[src/rtl/fetch_queue.sv]
// Instruction fetch queue: owns the fetch PC, issues IM reads on credit, buffers {pc, inst} for decode.
// Optional FETCHQ_BYPASS_EN: an empty queue forwards the arriving IM response straight to the if_* outputs.
module fetch_queue #(
    parameter int DEPTH  = 4,
    parameter int ADDR_W = 32,
    parameter int DATA_W = 32
) (
    input  logic              clk,
    input  logic              rst,
    input  logic              branch_true,
    input  logic [ADDR_W-1:0] new_addr,
    output logic              IM_read,
    output logic [ADDR_W-1:0] IM_addr,
    input  logic [DATA_W-1:0] IM_out,
    output logic              if_valid,
    output logic [ADDR_W-1:0] if_pc,
    output logic [DATA_W-1:0] if_inst,
    input  logic              id_ready
);

    localparam int PTR_W = $clog2(DEPTH);
    localparam int CNT_W = $clog2(DEPTH + 1);

    logic [ADDR_W-1:0] fetch_pc;
    logic [ADDR_W-1:0] resp_pc;
    logic [ADDR_W-1:0] last_pc;
    logic [DATA_W-1:0] last_inst;
    logic              resp_pending;
    logic [ADDR_W-1:0] pc_mem   [DEPTH];
    logic [DATA_W-1:0] inst_mem [DEPTH];
    logic [PTR_W-1:0]  rd_ptr;
    logic [PTR_W-1:0]  wr_ptr;
    logic [CNT_W-1:0]  count;
    logic [CNT_W:0]    credit_used;
    logic              fifo_empty;
    logic              resp_ok;
    logic              bypass_hit;
    logic              pop;
    logic              fifo_pop;
    logic              push;

    // An in-flight response already owns a slot, so it counts against the credit.
    assign credit_used = {1'b0, count} + {{CNT_W{1'b0}}, resp_pending};
    assign IM_read     = !rst && !branch_true && (credit_used < (CNT_W + 1)'(DEPTH));
    assign IM_addr     = fetch_pc;
    assign fifo_empty  = (count == '0);
    assign resp_ok     = resp_pending && !branch_true;

`ifdef FETCHQ_BYPASS_EN
    assign bypass_hit = fifo_empty && resp_ok;
`else
    assign bypass_hit = 1'b0;
`endif

    always_comb begin
        if_valid = !fifo_empty;
        if_pc    = fifo_empty ? last_pc   : pc_mem[rd_ptr];
        if_inst  = fifo_empty ? last_inst : inst_mem[rd_ptr];
        if (bypass_hit) begin
            if_valid = 1'b1;
            if_pc    = resp_pc;
            if_inst  = IM_out;
        end
    end

    assign pop      = if_valid && id_ready;
    assign fifo_pop = pop && !fifo_empty;
    assign push     = resp_ok && !(bypass_hit && id_ready);

    always_ff @(posedge clk) begin
        if (push) begin
            pc_mem[wr_ptr]   <= resp_pc;
            inst_mem[wr_ptr] <= IM_out;
        end
    end

    // A taken branch discards everything queued or in flight and restarts fetch at the target.
    always_ff @(posedge clk) begin
        if (rst) begin
            fetch_pc     <= '0;
            resp_pc      <= '0;
            resp_pending <= 1'b0;
            rd_ptr       <= '0;
            wr_ptr       <= '0;
            count        <= '0;
            last_pc      <= '0;
            last_inst    <= '0;
        end else begin
            assert (!(push && count == CNT_W'(DEPTH)));
            if (pop) begin
                last_pc   <= if_pc;
                last_inst <= if_inst;
            end
            if (branch_true) begin
                fetch_pc     <= new_addr;
                resp_pending <= 1'b0;
                rd_ptr       <= '0;
                wr_ptr       <= '0;
                count        <= '0;
            end else begin
                resp_pending <= IM_read;
                if (IM_read) begin
                    fetch_pc <= fetch_pc + ADDR_W'(4);
                    resp_pc  <= fetch_pc;
                end
                if (push) begin
                    wr_ptr <= wr_ptr + PTR_W'(1);
                end
                if (fifo_pop) begin
                    rd_ptr <= rd_ptr + PTR_W'(1);
                end
                case ({push, fifo_pop})
                    2'b10:   count <= count + CNT_W'(1);
                    2'b01:   count <= count - CNT_W'(1);
                    default: count <= count;
                endcase
            end
        end
    end

endmodule

[config.mk]
export PLATFORM = sky130hd
export DESIGN_NAME = fetch_queue
export DESIGN_NICKNAME = d
export VERILOG_FILES = /design/src/rtl/fetch_queue.sv
export SDC_FILE = /design/constraint.sdc
export NUM_CORES = 1
export LEC_CHECK = 0
export BUFFER_PORTS_ARGS = -buffer_cell sky130_fd_sc_hd__buf_2
export CAP_MARGIN = 40
export CORE_MARGIN = 2
export CORE_UTILIZATION = 58
export DETAILED_ROUTE_END_ITERATION = 16
export GPL_TIMING_DRIVEN = 0
export PLACE_DENSITY = 0.79
export REMOVE_ABC_BUFFERS = 1
export SYNTH_ARGS = -nofsm -noshare
export SYNTH_HDL_FRONTEND = slang
export SYNTH_SLANG_ARGS = --single-unit
export TNS_END_PERCENT = 50
[constraint.sdc]
create_clock -name clk -period 3.05 [get_ports clk]
set_input_delay 0.1525 -clock clk [delete_from_list [all_inputs] [get_ports clk]]
set_output_delay 0.1525 -clock clk [all_outputs]
set_load 0.03 [all_outputs]
==> reports/results.ini <==
[cells_and_area]
regArea_um2 = 10460
antennaDiodeCount = 0
final_cells = 1703
layout-drive-gt1-share = 0.2871
multi_input_area_um2 = 4873
nNetsFinal = 1407
final_cell_mix = 256 x edfxtp_1, 214 x nand2_1, 164 x buf_2, 133 x dfxtp_1, 102 x a21oi_1
fill_cells = 1751
final_common_cell = edfxtp_1
area_growth_pct = 21.12

[setup_path]
crit_fanout = 29
worstPathArrival_ns = 3.33
critPathKind = register to register
endpoint_kind = register
start_kind = register
worstPathRequired_ns = 3.48

[die]
die_x_um = 168.0
die_area_um2 = 28240
rows = 60
core_um2 = 26650
start_util = 0.5856
pin_count = 166
die_h_um = 168.0

[grt]
antenna_found_initial = 0
grt_busiest_layer = met2
use_met2 = 0.4380
grt_max_degree = 82
grt_usage = 0.2509
first_global_vias = 10094
grt_overflow = 0
use_met3 = 0.03973
grt_util_met1 = 0.3355
grt_pass1_wl_um = 55150

[sta]
rsz0062_at_grt = no
finClkSkew_ns = 0.01343
max_freq_ghz = 0.3452
period_minus_slack_ns = 2.897
fin_ws_ns = 0.1530
hold_viol = 0
slew_viol_final = 0
tightest_slew_ns = 0.7696
finalCritPeriodShare = 0.9498
setup_viol = 0
max-slew-margin-rel = 0.4870
hold_slack_ns = 0.02842

[placed_design]
gp_congestion = 0.8300
hpwlAfterDp_um = 20500
io_buffers = 165
place_inst = 1568
place_ws_ns = -0.6088

[cts]
cts_num_sinks = 394
clockRootBuffer = clkbuf_16
clock_path_buffers = 3
cts_made_buffers = 39
path_clk_slew_ns = 0.06
cts_tree = yes
ctsHtreeMaxLevel = 2
worstSkewPairLatency_ns = 0.52

[synth]
ys_seq_area_frac = 0.6696
synthCells = 1119
synth_ff_type = edfxtp_1
synth_edf_count = 256
synthesis.area_um2 = 15610
synth.avg_cell_area_um2 = 13.95
ys_types = 55
synth_largest_area_cell = edfxtp_1
ys_ff_latch = 394
synth.area.top_cells = edfxtp_1 49%, dfxtp_1 18%, mux4_2 9.2%
yosys_warnings = 0
synth-async-reset-ratio = 0
synth_top_area_frac = 0.4926

[pwr]
leakagePower_nw = 6.733
pwr-share-comb = 0.057
pwr-share-seq = 0.517
p_clk_frac = 0.427
intPower_mw = 8.915
sw_frac_of_total = 0.2116
power.density_nw_per_um2 = 598.3
ir_drop_mv = 0.4276
p_sw_mw = 2.393

[detailed_routing]
drtAntennaViolNets = 0
drt-pass1-iter-count = 5
route.detailed.drc = 0
routed_wirelength_um = 35810
drt_iter0_markers = 831
dr_total_vias = 10132
wl_per_cell_um = 21.03
viasPerCell = 5.950

[run_status]
outcome = finished, final reports clean

[min_path]
min_path_type = input pin to register

[job]
drv_cap = 0

[layer usage]
layer  up-vias  part of all wire
li1       4630                 -
met1      5088              0.42
met2       367              0.50
met3        47             0.064
met4         0             0.016
met5         -                 0
[synthesized netlist by cell type, drive strengths merged (2+ instances only)]
cell type and n:
edfxtp 256, nor3b 2, ha 6, and3 5, nor2 40, o31ai 4
a21oi 102, or4 11, nor2b 2, or3 7, mux2 64, o311ai 2
mux2i 3, clkbuf 52, nor3 3, dfxtp 138, nand3 12, a211oi 10
inv 14, nand2 216, and4 7, nand4b 2, buf 18, and2 5
xor2 9, nor4 7, nand4 14, a2111oi 2, mux4 64, o21ai 7
xnor2 5, o211ai 4, a311oi 11, a31oi 3
[worst paths after layout]
path	start	to	slack, ns	depth (start not counted)
worst min register to register	last_pc[30]	last_pc[30]	0.45	2
worst max-delay path	count[0]	count[2]	0.15	11
worst min-delay path	new_addr[27]	IM_addr[27]	0.03	3
worst max register to register	count[0]	count[2]	0.15	11
[what timing repair did]
action / CTS / global route
hold endpoints to repair: 157 / 0
setup buffers: 1 / 0
pin swaps: 1 / 1
gates cloned: 0 / 2
endpoints found under the setup margin: 3 / 1
gates resized for setup: 3 / 3
hold buffers: 61 / 0
[cell families (layout without fill, tap and decap cells)]
| family | after synthesis | count (layout) | share of synthesized area |
|---|---|---|---|
| AOI/OAI and AO/OA | 150 | 150 | 0.05644 |
| xor gates and xnor gates | 14 | 14 | 0.007857 |
| adders and majority gates | 7 | 7 | 0.006093 |
| buffers and inverters | 85 | 327 | 0.02133 |
| DFF | 394 | 394 | 0.6696 |
| muxes | 131 | 131 | 0.1405 |
| and+or+nand+nor | 338 | 339 | 0.09821 |
[sequential cells by signal, summed over array words and instances (netlist names), named ones only]
name,cells
inst_mem,128
pc_mem,128
IM_addr,32
last_inst,32
last_pc,32
resp_pc,32
count,3
rd_ptr,2
wr_ptr,2
resp_pending,1
[area by class of cell]
class / instances / area share
repair buffers: 241 / 0.09406
multi-input cells: 641 / 0.2578
flip-flops and latches: 394 / 0.5535
clock buffers: 54 / 0.05951
well taps: 341 / 0.02257
clock inverters: 17 / 0.009466
inverters: 15 / 0.003111
[worst max-delay path: stages (launching register included)]
cell and delay, ns:
dfxtp_2 0.41, or3_4 0.22, buf_16 0.21, nand2_8 0.17
buf_12 0.23, inv_4 0.20, ha_1 0.24, inv_1 0.07
fa_1 0.37, xor2_1 0.16, or3_1 0.31, a21oi_1 0.17
[power by group through the flow]
stage | clock network, mW | registers, mW | logic (mW)
3_3_place_gp | 0 | 5.96 | 0.537
3_5_place_dp | 0 | 5.96 | 0.564
6_report | 4.82 | 5.84 | 0.640
4_1_cts | 4.90 | 5.84 | 0.632
2_1_floorplan | 0 | 5.99 | 0.266
5_1_grt | 5.09 | 5.85 | 0.683
[per-stage QoR]
stage                     setup TNS [ns]  cell area [um2]    util  power [mW]
after global routing                   0            18900  0.7092       11.63
after CTS                       -0.08347            18860  0.7077       11.37
after floorplan                  -210.05            15330       -       6.256
after global placement           -918.86            16580  0.6222       6.493
after detailed placement          -3.913            16920  0.6350       6.520
final                                  0            18900  0.7092       11.31
No activity file was read; power rests on OpenSTA's default activity.
